--- src/rtl/axi4lite_pkg.sv ---
// Shared types and constants for the AXI4-Lite register file slave.
package axi4lite_pkg;

  localparam int DATA_WIDTH = 32;
  localparam int STRB_WIDTH = 4;

  typedef enum logic [1:0] {
    OKAY   = 2'b00,
    SLVERR = 2'b10
  } resp_t;

  // Write-path channel state; the AW/W hold flags and BVALID are decoded from it.
  typedef enum logic [1:0] {
    WR_IDLE   = 2'b00,
    WR_AW_HELD = 2'b01,
    WR_W_HELD = 2'b10,
    WR_RESP   = 2'b11
  } wr_state_e;

endpackage

--- src/rtl/axi4lite_regbank.sv ---
// Register storage: one byte-enabled write port, one combinational read port.
module axi4lite_regbank
  import axi4lite_pkg::*;
#(
  parameter int NUM_REGS = 16,
  parameter int IDX_W    = $clog2(NUM_REGS)
) (
  input  logic                  clk_i,
  input  logic                  rst_ni,
  input  logic                  wr_en_i,
  input  logic [IDX_W-1:0]      wr_idx_i,
  input  logic [STRB_WIDTH-1:0] wr_be_i,
  input  logic [DATA_WIDTH-1:0] wr_data_i,
  input  logic [IDX_W-1:0]      rd_idx_i,
  output logic [DATA_WIDTH-1:0] rd_data_o
);

  logic [DATA_WIDTH-1:0] regs_q [NUM_REGS];

  // Byte-lane update of the addressed register; whole bank clears on reset.
  always_ff @(posedge clk_i or negedge rst_ni) begin
    if (!rst_ni) begin
      for (int i = 0; i < NUM_REGS; i++) begin
        regs_q[i] <= '0;
      end
    end else if (wr_en_i) begin
      for (int b = 0; b < STRB_WIDTH; b++) begin
        if (wr_be_i[b]) begin
          regs_q[wr_idx_i][8*b +: 8] <= wr_data_i[8*b +: 8];
        end
      end
    end
  end

  // Read port sees the pre-edge contents, which gives read-before-write on collisions.
  assign rd_data_o = regs_q[rd_idx_i];

endmodule

--- src/rtl/axi4lite_slave_regfile.sv ---
// AXI4-Lite slave front end: independent read/write channels over a register bank.
//
// Write FSM
//   state      | meaning
//   WR_IDLE    | nothing held, AW and W both ready
//   WR_AW_HELD | address captured, waiting for write data
//   WR_W_HELD  | data captured, waiting for write address
//   WR_RESP    | write committed, BVALID asserted until BREADY
module axi4lite_slave_regfile
  import axi4lite_pkg::*;
#(
  parameter int              ADDR_WIDTH = 8,
  parameter int              NUM_REGS   = 16,
  parameter logic [31:0]     ID_VALUE   = 32'hA4C0_0001
) (
  input  logic                  ACLK,
  input  logic                  ARESETN,
  input  logic [ADDR_WIDTH-1:0] AWADDR,
  input  logic                  AWVALID,
  output logic                  AWREADY,
  input  logic [DATA_WIDTH-1:0] WDATA,
  input  logic [STRB_WIDTH-1:0] WSTRB,
  input  logic                  WVALID,
  output logic                  WREADY,
  output logic [1:0]            BRESP,
  output logic                  BVALID,
  input  logic                  BREADY,
  input  logic [ADDR_WIDTH-1:0] ARADDR,
  input  logic                  ARVALID,
  output logic                  ARREADY,
  output logic [DATA_WIDTH-1:0] RDATA,
  output logic [1:0]            RRESP,
  output logic                  RVALID,
  input  logic                  RREADY
);

  localparam int IDX_W      = ADDR_WIDTH - 2;
  localparam int BANK_IDX_W = $clog2(NUM_REGS);

  function automatic logic idx_in_range(input logic [IDX_W-1:0] idx);
    return 32'(idx) < 32'(NUM_REGS);
  endfunction

  wr_state_e             wr_state_q, wr_state_d;
  logic [IDX_W-1:0]      aw_idx_q;
  logic [DATA_WIDTH-1:0] wdata_q;
  logic [STRB_WIDTH-1:0] wstrb_q;
  resp_t                 bresp_q;

  logic                  rvalid_q;
  logic [DATA_WIDTH-1:0] rdata_q;
  resp_t                 rresp_q;

  logic                  aw_held, w_held;
  logic                  aw_hs, w_hs, ar_hs, commit;
  logic [IDX_W-1:0]      wr_idx, rd_idx;
  logic [DATA_WIDTH-1:0] wr_data;
  logic [STRB_WIDTH-1:0] wr_strb;
  logic                  wr_ok, bank_we;
  logic [DATA_WIDTH-1:0] bank_rd_data;
  logic [DATA_WIDTH-1:0] rdata_d;
  resp_t                 rresp_d;

  // Byte-offset bits carry no meaning for word registers.
  logic unused_addr_lsbs;
  assign unused_addr_lsbs = ^{AWADDR[1:0], ARADDR[1:0]};

  assign aw_held = (wr_state_q == WR_AW_HELD);
  assign w_held  = (wr_state_q == WR_W_HELD);
  assign BVALID  = (wr_state_q == WR_RESP);

  // Readies come from registered state only, never from the same-channel VALID.
  assign AWREADY = !aw_held && !BVALID;
  assign WREADY  = !w_held && !BVALID;
  assign ARREADY = !rvalid_q;

  assign aw_hs  = AWVALID && AWREADY;
  assign w_hs   = WVALID && WREADY;
  assign ar_hs  = ARVALID && ARREADY;
  assign commit = (aw_held || aw_hs) && (w_held || w_hs);

  // A held channel wins over the live bus, since its ready is low anyway.
  assign wr_idx  = aw_held ? aw_idx_q : AWADDR[ADDR_WIDTH-1:2];
  assign wr_data = w_held ? wdata_q : WDATA;
  assign wr_strb = w_held ? wstrb_q : WSTRB;
  assign wr_ok   = idx_in_range(wr_idx) && (wr_idx != '0);
  assign bank_we = commit && wr_ok;

  assign rd_idx  = ARADDR[ADDR_WIDTH-1:2];

  // Write channel state register.
  always_ff @(posedge ACLK or negedge ARESETN) begin
    if (!ARESETN) begin
      wr_state_q <= WR_IDLE;
    end else begin
      wr_state_q <= wr_state_d;
    end
  end

  // Write channel next state: collect AW and W in any order, then respond.
  always_comb begin
    wr_state_d = wr_state_q;
    case (wr_state_q)
      WR_IDLE: begin
        if (commit) begin
          wr_state_d = WR_RESP;
        end else if (aw_hs) begin
          wr_state_d = WR_AW_HELD;
        end else if (w_hs) begin
          wr_state_d = WR_W_HELD;
        end
      end
      WR_AW_HELD: if (w_hs)   wr_state_d = WR_RESP;
      WR_W_HELD:  if (aw_hs)  wr_state_d = WR_RESP;
      WR_RESP:    if (BREADY) wr_state_d = WR_IDLE;
      default:    wr_state_d = WR_IDLE;
    endcase
  end

  // Holding registers for whichever write channel arrives first, plus BRESP.
  always_ff @(posedge ACLK or negedge ARESETN) begin
    if (!ARESETN) begin
      aw_idx_q <= '0;
      wdata_q  <= '0;
      wstrb_q  <= '0;
      bresp_q  <= OKAY;
    end else begin
      if (aw_hs) aw_idx_q <= AWADDR[ADDR_WIDTH-1:2];
      if (w_hs) begin
        wdata_q <= WDATA;
        wstrb_q <= WSTRB;
      end
      if (commit) bresp_q <= wr_ok ? OKAY : SLVERR;
    end
  end

  assign BRESP = bresp_q;

  // Read decode: ID at index 0, bank contents in range, zero with SLVERR beyond.
  always_comb begin
    rdata_d = '0;
    rresp_d = SLVERR;
    if (rd_idx == '0) begin
      rdata_d = ID_VALUE;
      rresp_d = OKAY;
    end else if (idx_in_range(rd_idx)) begin
      rdata_d = bank_rd_data;
      rresp_d = OKAY;
    end
  end

  // Read response register, held until RREADY.
  always_ff @(posedge ACLK or negedge ARESETN) begin
    if (!ARESETN) begin
      rvalid_q <= 1'b0;
      rdata_q  <= '0;
      rresp_q  <= OKAY;
    end else if (ar_hs) begin
      rvalid_q <= 1'b1;
      rdata_q  <= rdata_d;
      rresp_q  <= rresp_d;
    end else if (RREADY) begin
      rvalid_q <= 1'b0;
    end
  end

  assign RVALID = rvalid_q;
  assign RDATA  = rdata_q;
  assign RRESP  = rresp_q;

  axi4lite_regbank #(
    .NUM_REGS (NUM_REGS),
    .IDX_W    (BANK_IDX_W)
  ) u_regbank (
    .clk_i     (ACLK),
    .rst_ni    (ARESETN),
    .wr_en_i   (bank_we),
    .wr_idx_i  (wr_idx[BANK_IDX_W-1:0]),
    .wr_be_i   (wr_strb),
    .wr_data_i (wr_data),
    .rd_idx_i  (rd_idx[BANK_IDX_W-1:0]),
    .rd_data_o (bank_rd_data)
  );

endmodule

--- config.mk ---
export PLATFORM = sky130hd
export DESIGN_NAME = axi4lite_slave_regfile
export DESIGN_NICKNAME = d
export VERILOG_FILES = /design/src/rtl/axi4lite_pkg.sv /design/src/rtl/axi4lite_regbank.sv /design/src/rtl/axi4lite_slave_regfile.sv
export SDC_FILE = /design/constraint.sdc
export NUM_CORES = 1
export LEC_CHECK = 0
export CORE_ASPECT_RATIO = 1.1
export CORE_UTILIZATION = 55
export CTS_CLUSTER_DIAMETER = 120
export DETAILED_ROUTE_END_ITERATION = 16
export GPL_ROUTABILITY_DRIVEN = 0
export PLACE_DENSITY = 0.82
export SETUP_SLACK_MARGIN = 0.02
export SLEW_MARGIN = 20
export SYNTH_ARGS = -nofsm -noshare
export SYNTH_HDL_FRONTEND = slang
export SYNTH_SLANG_ARGS = --single-unit
--- constraint.sdc ---
create_clock -name ACLK -period 5.95 [get_ports ACLK]
set_input_delay 0.595 -clock ACLK [delete_from_list [all_inputs] [get_ports ACLK]]
set_output_delay 0.595 -clock ACLK [all_outputs]
set_load 0.1 [all_outputs]
After elaboration in Yosys (flattened, before gate mapping):

Cells that the tools add are included.

* order comparisons: 5
* equal/unequal tests: 7
* muxes and demuxes: 39
* bitwise logic cells: 2
* reductions and logical operators: 20

Operators by type and width (count)
* two-way mux 512 bit: 7
* bitwise mux 512 bit: 4
* demux 32 bit (select 4 bit): 4
* two-way mux 32 bit: 6
* binary-select mux 32 bit (select 4 bit): 1
* two-way mux 24 bit: 1
* two-way mux 2 bit: 9
* two-way mux 16 bit: 1
* less-than comparator 6 x 5 -> 1 bit, second input constant: 2
* greater-or-equal comparator 5 bit, second input constant: 2
* inverter 4 -> 5 bit: 2
* logical AND 1 bit: 9
* two-way mux 8 bit: 1
* one-hot mux 2 bit (4 select lines): 1
* logical NOT 6 bit: 1
* two-way mux 6 bit: 1
* != test 2 x 1 -> 1 bit, second input constant: 3
* nonzero test 6 bit: 1
* less-than comparator 5 x 1 -> 1 bit, second input constant: 1
* == test 2 bit, second input constant: 2
* logical NOT 1 bit: 4
* two-way mux 4 bit: 1
* != test 4 bit, second input constant: 1
* AND reduction 4 bit: 1
* 5 further kinds: 7

* bits in registers: 593
* input port bits: 59
* output and inout bits: 41
* logic and storage cells: 97

Logic depth before layout (Yosys ltp):

Gate-level depths: netlist of the first run.

* depth in word-level cells: 18
* depth in mapped cells: 9
* depth with buffers taken out: 6

Hierarchy:

A second synthesis of the first run with hierarchy kept.

* cell total of the unflattened synthesis: 1716
* area, all modules: 27182.3 um^2

Modules (own cells, without submodules)
* axi4lite_regbank: times used 1, cells each 1435, area each 23560.1 um^2, sequential area each 12812.3 um^2
* axi4lite_slave_regfile: times used 1, cells each 281, area each 3622.2 um^2, sequential area each 1976.9 um^2

Worst setup path after synthesis of the first run:

Ideal clock, no wire load.

* kind: reg-to-output
* start point: register wr_state_q[0]
* end point: output port WREADY
* data arrival time: 2469 ps
* data required time: 5355 ps
* slack: 2886 ps
* cell stages (with the launch flop): 3
* path buffers: 0
* path through: dfrtp_1 > ha_1 > nor2_1

* longest elaborated chain between the ends: 3
* elaborated cells between the ends (all ways): 5
* classes of those cells: 2 x eq/ne; 3 x reduce/logical

RTL lines
* from (decl): RTL line axi4lite_slave_regfile.sv:44 `wr_state_e wr_state_q, wr_state_d;`
* from (signal assigned): RTL line axi4lite_slave_regfile.sv:96 `wr_state_q <= wr_state_d;`
* == test 2 bit: RTL line axi4lite_slave_regfile.sv:70 `assign BVALID = (wr_state_q == WR_RESP);`
* net BVALID: RTL line axi4lite_slave_regfile.sv:26 `output logic BVALID,`
* logical NOT 1 bit: RTL line axi4lite_slave_regfile.sv:74 `assign WREADY = !w_held && !BVALID;`
* logical AND 1 bit: RTL line axi4lite_slave_regfile.sv:74
* to (decl): RTL line axi4lite_slave_regfile.sv:24 `output logic WREADY,`

The timed path passes the listed nets, and every way through them passes these cells.

Worst setup path after layout of the first run:

* start point: register wr_state_q[0]
* end point: register u_regbank.regs_q[246] in the netlist's numbering

* longest elaborated chain between the ends: 15
* elaborated cells between the ends (all ways): 40
* classes of those cells: 3 x order compare; 3 x eq/ne; 19 x mux; 1 x bitwise; 14 x reduce/logical

RTL lines
* == test 2 x 1 -> 1 bit: RTL line axi4lite_slave_regfile.sv:68 `assign aw_held = (wr_state_q == WR_AW_HELD);`
* two-way mux 6 bit: RTL line axi4lite_slave_regfile.sv:83 `assign wr_idx = aw_held ? aw_idx_q : AWADDR[ADDR_WIDTH-1:2];`
* inverter 4 -> 5 bit (implied by the code): RTL line axi4lite_regbank.sv:29 `regs_q[wr_idx_i][8*b +: 8] <= wr_data_i[8*b +: 8];`
* demux 32 bit (select 4 bit): RTL line axi4lite_regbank.sv:29
* bitwise mux 512 bit: RTL line axi4lite_regbank.sv:29
* two-way mux 512 bit: RTL line axi4lite_regbank.sv:28 `if (wr_be_i[b]) begin`
* two-way mux 512 bit: RTL line axi4lite_regbank.sv:26 `end else if (wr_en_i) begin`
* bitwise mux 512 bit: RTL line axi4lite_regbank.sv:29
* two-way mux 512 bit: RTL line axi4lite_regbank.sv:28
* two-way mux 512 bit: RTL line axi4lite_regbank.sv:26
* bitwise mux 512 bit: RTL line axi4lite_regbank.sv:29
* two-way mux 512 bit: RTL line axi4lite_regbank.sv:28
* two-way mux 512 bit: RTL line axi4lite_regbank.sv:26
* bitwise mux 512 bit: RTL line axi4lite_regbank.sv:29
* two-way mux 512 bit: RTL line axi4lite_regbank.sv:28
* to (signal, indexed assignment): RTL line axi4lite_regbank.sv:29
* to (decl): RTL line axi4lite_regbank.sv:18 `logic [DATA_WIDTH-1:0] regs_q [NUM_REGS];`

Parallel ways exist; a longest one is shown, timed or not. The select of a mux whose other input is x is not followed.
A chain may end at the register's enable or synchronous reset.

==> metrics.cfg, run 1 <==
[drt]
vias=15500
vias_per_cell=6.23
postRouteAntennaNets=0
drc=0
drt_wl_total_mm=61.8
routedWlPerCell_um=24.8
drtIter0Drc=1053
first_pass_iters=4

[synthesis]
ys_seq_elements=590
synthDominantAreaCellType=dfrtp_1
yosys_most_used_dff=dfrtp_1
syn-instance-count=1760
synth_edf_count=0
yosysMostFrequentCell=dfrtp_1
synth.top_cells.by_area=dfrtp_1 (54%), mux2_2 (22%), mux4_2 (9.3%)
netlist_area_um2=27300
syn_avg_cell_area_um2=15.5
synth.top_cell.area_share_pct=54.1
ys_async_sr_fraction_pct=100
synthDistinctLibCells=49
yosysSeqAreaShare_pct=54.1
synthTopCellsByCount=dfrtp_1 (590), mux2_2 (545), mux4_2 (113)
yosysWarnings=0

[clock_tree]
cts_tree=yes
clock-sinks=590
post_cts_buffers=0
clockBufferDepth=3
cts_hold_buf=0
cts_buffers=57
path_clk_slew_ns=0.06
clk-insertion-delay-late_ns=0.62
post_cts_resized=0
root_buffer=clkbuf_16
h-tree-depth=2

[timing]
fin_crit_sh_pct=65.6
tightestPinTransition_ns=0.994
skew_ns=0.0245
clock.fmax_mhz=256
tns_ns=0
whs_ns=0.0625
rsz0062_at_grt=false
drv_slew=0
hold_viol=0
fin_crit_ns=3.90
setup_violations=0
setup_ws_ns=2.05
slew_headroom_pct=31.8

[floorplanning]
dieArea_um2=50500
start_util_pct=55.8
die_y_um=236
die_w_um=214
io_pins=100
rows=85
core_um2=48900

[setup_path]
cp_slowest_cell=ha_2
crit_chain=inv_1 -> ha_2 -> buf_4 -> mux2i_1 -> nor3_1 -> nand3_2 -> mux2_2
crit_fanout=30
slowest_delay_ns=0.88
end_kind=flop
cp.arrival_ns=4.40
critPathKind=flop to flop
cp_num_buf_inv=2
crit_family=multiplexers
worst_setup_path_start_kind=flop
required_ns=6.45

[placed_design]
dp.cells=2383
post-place-ws_ns=2.03
dpl_cell_area_um2=28700
hpwl_mm=37.8
io_buffers=93

[job]
cap_violations=0

[power]
p_leak_nw=14.1
total_power_mw=13.1
p_per_area_nw_per_um2=429
vdd.ir_drop.worst_mv=0.254

[hold_path]
min_path_type=input pin to asynchronous set/reset pin

[finish]
final-instance-count-excl-fill=2491
post-route-cell-area_um2=30500
fin_nets=1854
layout-drive-gt1-share_pct=46.2
area_growth_pct=11.8
post-route-util_pct=62.4

[global_routing]
antenna_found_initial=3
grt_pass1_vias=17100
grt_pass1_wl_mm=99.0
overflow=0
grt_start_max_net_pins=163
groute.usage.overall_pct=25.4

[status]
outcome=completed

-- registers in the layout (all words and copies together) (netlist names) --
name,cells
BRESP,1
wr_state_q,2
u_regbank.regs_q,511
aw_idx_q,6
RVALID,1
RDATA,32
wstrb_q,4
wdata_q,32
RRESP,1
-- layout make-up --
cell class,instances,area (um^2)
Antenna cell,3,7.51
Clock buffer,93,1790
Clock inverter,12,63.8
Fill cell,3554,18400
Inverter,8,30.0
Multi-Input combinational cell,1024,11900
Sequential cell,590,14800
Tap cell,652,816
Timing Repair Buffer,109,1110
-- final timing paths --
kind                       cells after the start                              start                           endpoint  slack (ns)
setup / recovery                               7          wr_state_q[0]$_DFFE_PN0P_  u_regbank.regs_q[246]$_DFFE_PN0P_        2.05
hold / removal                                 1                            ARESETN  u_regbank.regs_q[509]$_DFFE_PN0P_        0.06
setup reg to reg                               7          wr_state_q[0]$_DFFE_PN0P_  u_regbank.regs_q[246]$_DFFE_PN0P_        2.05
hold reg to reg                                0  u_regbank.regs_q[492]$_DFFE_PN0P_  u_regbank.regs_q[492]$_DFFE_PN0P_        0.37
max in group asynchronous                      2                            ARESETN  u_regbank.regs_q[235]$_DFFE_PN0P_        4.39
min in group ACLK                              0  u_regbank.regs_q[492]$_DFFE_PN0P_  u_regbank.regs_q[492]$_DFFE_PN0P_        0.37
-- placed cells by master (no fill, tap or decap), types with 11 or more instances in the layout --
cell,count
mux2i_1,57
mux2_2,545
mux2_1,18
nand4_4,18
buf_4,13
clkbuf_16,59
mux4_2,113
clkinv_2,11
clkbuf_8,19
dfrtp_1,590
a22oi_1,30
clkdlybuf4s50_1,89
nand3_2,36
nand2_1,47
a21oi_1,14
a221oi_1,12
o211ai_1,23
nor2_1,13
clkbuf_1,15
-- layer usage --
layer	part of all wire, %	vias up	track usage, %
li1	-	6682	-
met1	41	8305	33.1
met2	50	396	42.6
met3	4.3	140	3.89
met4	3.7	0	10.9
met5	0	-	0
-- where the power goes --
part	total (mW)	switching [mW]	internal (mW)
clock	3.56	1.51	2.05
sequential	5.84	0.616	5.22
combinational	3.70	1.94	1.76
-- kinds of logic (layout without fill, tap and decap cells) --
kind of cell               after synthesis  in the layout  synth area share (%)
AOI/OAI and AO/OA                      112            112                  3.38
adders and majority gates                5              5                 0.229
buffers and inverters                  147            222                  2.34
DFF                                    590            590                  54.1
muxes                                  733            733                  34.6
other                                    1              5                0.0137
and+or+nand+nor                        172            172                  5.32
Note: power is estimated with default switching activity, not from simulation.
==> run 2: changes to the inputs <==
clock period = 3.9 ns   (was 5.95 ns; I/O delays follow)
==> metrics.cfg, run 2 (synthesized netlist as in run 1, its figures left out) <==
[global_routing]
groute.usage.overall_pct=25.3  ; -0.099 points
antenna_found_initial=5  ; +2
grt_pass1_vias=17000  ; -0.26%
grt_start_max_net_pins=109  ; -33%
grt_pass1_wl_mm=97.9  ; -1.1%
overflow=0  ; unchanged

[drt]
drt_wl_total_mm=62.2  ; +0.78%
vias=15500  ; -0.032%
drtIter0Drc=995  ; -5.5%
vias_per_cell=6.16  ; -1.2%
drc=0  ; unchanged
first_pass_iters=5  ; +1
postRouteAntennaNets=0  ; unchanged
routedWlPerCell_um=24.7  ; -0.42%

[finish]
area_growth_pct=12.9
max_flop_register=u_regbank.regs_q
layout-drive-gt1-share_pct=47.0  ; +0.81 points
fin_nets=1883  ; +1.6%
final_common_cell=dfrtp_1
largest_reg_flops=511  ; unchanged
num-fill-cells=3430  ; -3.5%
final_cell_mix=dfrtp_1 (590), mux2_2 (545), mux4_2 (113), clkdlybuf4s50_1 (89), clkbuf_16 (59)
multi_input_area_um2=11900  ; -0.10%
seqCellArea_um2=14800  ; unchanged

[setup_path]
reg2regPathDepth=7  ; unchanged
required_ns=4.39  ; -2.06 ns
timing.rr.end=u_regbank.regs_q[324]$_DFFE_PN0P_
worst_setup_path_start_kind=flop
cp.arrival_ns=3.77  ; -0.63 ns
end_kind=flop
crit-reg2reg-launch=wr_state_q[1]$_DFFE_PN0P_
critPathKind=flop to flop
crit_fanout=19  ; -37%
rrSetupSlack_ns=0.62  ; -1.43 ns

[status]
outcome=completed

[floorplanning]
io_pins=100  ; unchanged
start_util_pct=55.8  ; unchanged
core_um2=48900  ; unchanged
rows=85  ; unchanged
dieArea_um2=50500  ; unchanged
die_w_um=214  ; unchanged
die_y_um=236  ; unchanged

[timing]
drv_slew=0  ; unchanged
hold_viol=0  ; unchanged
rsz0062_at_grt=false
setup_violations=0  ; unchanged
fin_crit_sh_pct=84.2  ; +19 points
slew_headroom_pct=33.3  ; +1.5 points
tns_ns=0  ; unchanged
fin_crit_ns=3.28  ; -0.620 ns
clock.fmax_mhz=304  ; +19%
tightestPinTransition_ns=0.997  ; +0.00262 ns
skew_ns=0.0203  ; -0.00424 ns

[power]
vdd.ir_drop.worst_mv=0.354  ; +39%
p_leak_nw=14.2  ; +1.2%
p_per_area_nw_per_um2=653  ; +52%
total_power_mw=20.1  ; +54%

[clock_tree]
cts_hold_buf=1  ; +1
clockBufferDepth=3  ; unchanged
cts_buffers=57  ; unchanged
clock-sinks=590  ; unchanged
h-tree-depth=2  ; unchanged
path_clk_slew_ns=0.06  ; about the same
post_cts_resized=0  ; unchanged
root_buffer=clkbuf_16
cts_tree=yes
post_cts_buffers=0  ; unchanged
clk-insertion-delay-late_ns=0.62  ; about the same

[hold_path]
worstHoldStart=RREADY
worstHoldEndpoint=RVALID$_DFFE_PN0P_
min_path_type=input pin to flop
hold_depth=2

[placed_design]
io_buffers=93  ; unchanged
hpwl_mm=39.2  ; +3.8%

[job]
cap_violations=0  ; unchanged

==> run 2: where the power goes <==
part           internal, mW  leakage [nW]  switching [mW]
clock                  3.19         0.938            2.31
combinational          2.73          5.43            2.98
sequential             7.97          7.88           0.949
==> run 2: cell type report <==
type,instances,share of cell area [%]
well taps,652,2.65
repair buffers,138,4.57
flip-flops and latches,590,47.9
multi-input cells,1024,38.7
diodes,5,0.0406
inverters,8,0.0974
clock inverters,12,0.288
clock buffers,92,5.81
==> run 2: how the worst max path moves through the flow <==
stage	startpoint	end
final	wr_state_q[1]$_DFFE_PN0P_	u_regbank.regs_q[324]$_DFFE_PN0P_
after CTS	wr_state_q[0]$_DFFE_PN0P_	WREADY
after detailed placement	wr_state_q[1]$_DFFE_PN0P_	u_regbank.regs_q[327]$_DFFE_PN0P_
after global routing	wr_state_q[1]$_DFFE_PN0P_	u_regbank.regs_q[324]$_DFFE_PN0P_
after floorplan	wr_state_q[0]$_DFFE_PN0P_	wr_state_q[1]$_DFFE_PN0P_
after global placement	wr_state_q[1]$_DFFE_PN0P_	u_regbank.regs_q[322]$_DFFE_PN0P_
==> run 2: routing by layer <==
layer / vias to the layer above / wire, um / track usage, %
li1: 6747 / - / -
met1: 8254 / 25600 / 32.7
met2: 391 / 31600 / 42.6
met3: 126 / 2690 / 3.80
met4: 0 / 2330 / 10.9
met5: - / 0 / 0
==> run 2: worst max-delay path: stages (launching register included) <==
cell	delay [ns]
dfrtp_1	0.40
inv_1	0.12
ha_1	0.46
or3b_2	0.58
a22o_2	0.55
buf_12	0.31
nand3_2	0.33
mux2_2	0.39
==> run 2: stage by stage <==
step	util, %	setup WS (ns)	hold slack (ns)	cells	area [um^2]
after floorplan	-	0.858	0.0944	1761	27300
after global placement	59.1	0.700	0.360	2411	28900
after detailed placement	59.1	0.635	0.363	2411	28900
after CTS	63.0	0.608	0.336	2516	30800
after global routing	63.0	0.475	0.354	2521	30800
final	63.0	0.616	0.367	2521	30800
==> run 3: changes to the inputs <==
PLACE_DENSITY = 0.85   (was 0.82)
clock period = 3 ns   (was 3.9 ns; I/O delays follow)
==> metrics.cfg, run 3 (synthesized netlist as in run 1, its figures left out) <==
[clock_tree]
clk-insertion-delay-late_ns=0.60  ; -0.02 ns
clock-sinks=590  ; unchanged
path_clk_slew_ns=0.06  ; about the same
h-tree-depth=2  ; unchanged
root_buffer=clkbuf_16
clockBufferDepth=3  ; unchanged
cts_tree=yes
cts_buffers=55  ; -3.5%

[timing]
fin_crit_sh_pct=96.1  ; +12 points
tns_ns=0  ; unchanged
drv_slew=0  ; unchanged
slew_headroom_pct=34.3  ; +0.93 points
clock.fmax_mhz=347  ; +14%
hold_viol=0  ; unchanged
fin_crit_ns=2.88  ; -0.402 ns
tightestPinTransition_ns=0.984  ; -0.0128 ns
setup_violations=0  ; unchanged
skew_ns=0.0134  ; -0.00690 ns

[placed_design]
hpwl_mm=40.6  ; +3.4%
dpl_cell_area_um2=29600  ; +2.5%
io_buffers=93  ; unchanged
dp.cells=2461  ; +2.1%

[drt]
drt_wl_total_mm=63.4  ; +1.9%
vias_per_cell=6.24  ; +1.3%
postRouteAntennaNets=0  ; unchanged
drc=0  ; unchanged
routedWlPerCell_um=24.8  ; +0.25%
drtIter0Drc=1089  ; +9.4%
vias=16000  ; +3.0%
first_pass_iters=5  ; unchanged

[power]
p_per_area_nw_per_um2=830  ; +27%
vdd.ir_drop.worst_mv=0.436  ; +23%
p_leak_nw=14.7  ; +3.1%

[setup_path]
worst_setup_path_start_kind=flop
crit-reg2reg-launch=wr_state_q[0]$_DFFE_PN0P_
required_ns=3.49  ; -0.90 ns
slowest_delay_ns=0.52  ; -0.06 ns
cp.arrival_ns=3.37  ; -0.40 ns
crit_fanout=10  ; -9
reg2regPathDepth=8  ; +1
crit_cells=8  ; +1
critPathKind=flop to flop
timing.rr.end=u_regbank.regs_q[252]$_DFFE_PN0P_
crit_chain=inv_1 -> ha_2 -> buf_4 -> mux2i_1 -> nor3_1 -> nand3_2 -> buf_12 -> mux2_2
end_kind=flop
rrSetupSlack_ns=0.12  ; -0.50 ns
crit_family=simple AND/OR/NAND/NOR gates
cp_slowest_cell=nor3_1
cp_num_buf_inv=3  ; +1

[job]
cap_violations=0  ; unchanged

[global_routing]
overflow=0  ; unchanged
grt_pass1_wl_mm=101  ; +2.9%
grt_pass1_vias=17500  ; +2.8%
grt_start_max_net_pins=88  ; -19%
antenna_found_initial=1  ; -4
groute.usage.overall_pct=25.8  ; +0.54 points

[finish]
post-route-cell-area_um2=31500  ; +2.0%
final_cell_mix=dfrtp_1 (590), mux2_2 (545), mux4_2 (113), buf_4 (89)
fin_nets=1931  ; +2.5%
num-fill-cells=3389  ; -1.2%
layout-drive-gt1-share_pct=50.3  ; +3.3 points
max_flop_register=u_regbank.regs_q
area_growth_pct=15.2
final-instance-count-excl-fill=2562  ; +1.6%
final_common_cell=dfrtp_1
largest_reg_flops=511  ; unchanged

[floorplanning]
rows=85  ; unchanged
die_w_um=214  ; unchanged
die_y_um=236  ; unchanged
io_pins=100  ; unchanged
start_util_pct=55.8  ; unchanged
core_um2=48900  ; unchanged
dieArea_um2=50500  ; unchanged

[hold_path]
hold_depth=2  ; unchanged
worstHoldEndpoint=RVALID$_DFFE_PN0P_
worstHoldStart=RREADY
min_path_type=input pin to flop

[status]
outcome=completed

==> run 3: cell types whose count changed in the layout (fill, tap and decap cells not counted), sizes merged <==
cell / change
inv: -1
clkbuf: -4
clkinvlp: +2
clkdlybuf4s50: -39
buf: +89
clkinv: -2
diode: -4
==> run 3: metal layers <==
metal,vias to the layer above,share of wire (%),track usage (%)
met3,160,5.2,4.42
met2,464,51,43.3
met4,0,3.9,11.1
met5,-,0,0
li1,6815,-,-
met1,8539,40,33.2
==> run 3: power breakdown <==
group | switching (mW) | internal [mW]
clock | 2.96 | 3.93
combinational | 3.98 | 3.63
sequential | 1.27 | 10.4
==> run 3: cell type report <==
type                    count  area, um^2  area share, %
inverters                   8        30.0         0.0955
flip-flops and latches    590       14800           46.9
clock inverters            11        85.1          0.270
diodes                      1        2.50        0.00795
repair buffers            188        2130           6.76
well taps                 652         816           2.59
multi-input cells        1024       11900           38.0
clock buffers              88        1690           5.38
==> run 3: metrics by stage <==
stage	total power, mW	util [%]	worst slack [ns]	hold slack (ns)
finish	26.1	64.3	0.117	0.264
global route	27.3	64.3	-0.00572	0.293
CTS	26.2	64.3	0.0616	0.241
detailed placement	19.3	60.6	-0.00462	0.363
global placement	18.6	60.6	0.0346	0.360
floorplan	17.1	-	0.247	0.00441
==> run 3: worst register-to-register path, cell delays in order, from the launching register on <==
cell and delay (ns):
dfrtp_1 0.45, inv_1 0.16, ha_2 0.45, buf_4 0.32, mux2i_1 0.20, nor3_1 0.52, nand3_2 0.19, buf_12 0.19
mux2_2 0.29
==> run 3: worst max-delay path by stage <==
stage                               from                                 to  slack (ns)
2_1_floorplan  wr_state_q[0]$_DFFE_PN0P_                            AWREADY        0.25
3_3_place_gp   wr_state_q[1]$_DFFE_PN0P_  u_regbank.regs_q[398]$_DFFE_PN0P_        0.03
3_5_place_dp   wr_state_q[1]$_DFFE_PN0P_  u_regbank.regs_q[392]$_DFFE_PN0P_      -0.005
4_1_cts        wr_state_q[1]$_DFFE_PN0P_  u_regbank.regs_q[209]$_DFFE_PN0P_        0.06
5_1_grt        wr_state_q[0]$_DFFE_PN0P_  u_regbank.regs_q[252]$_DFFE_PN0P_      -0.006
6_report       wr_state_q[0]$_DFFE_PN0P_  u_regbank.regs_q[252]$_DFFE_PN0P_        0.12
==> run 3: what timing repair did <==
item,in CTS,in global routing
gates resized for setup,1,2
hold buffers,1,0
setup buffers,0,0
hold endpoints to repair,70,0
endpoints found under the setup margin,66,15
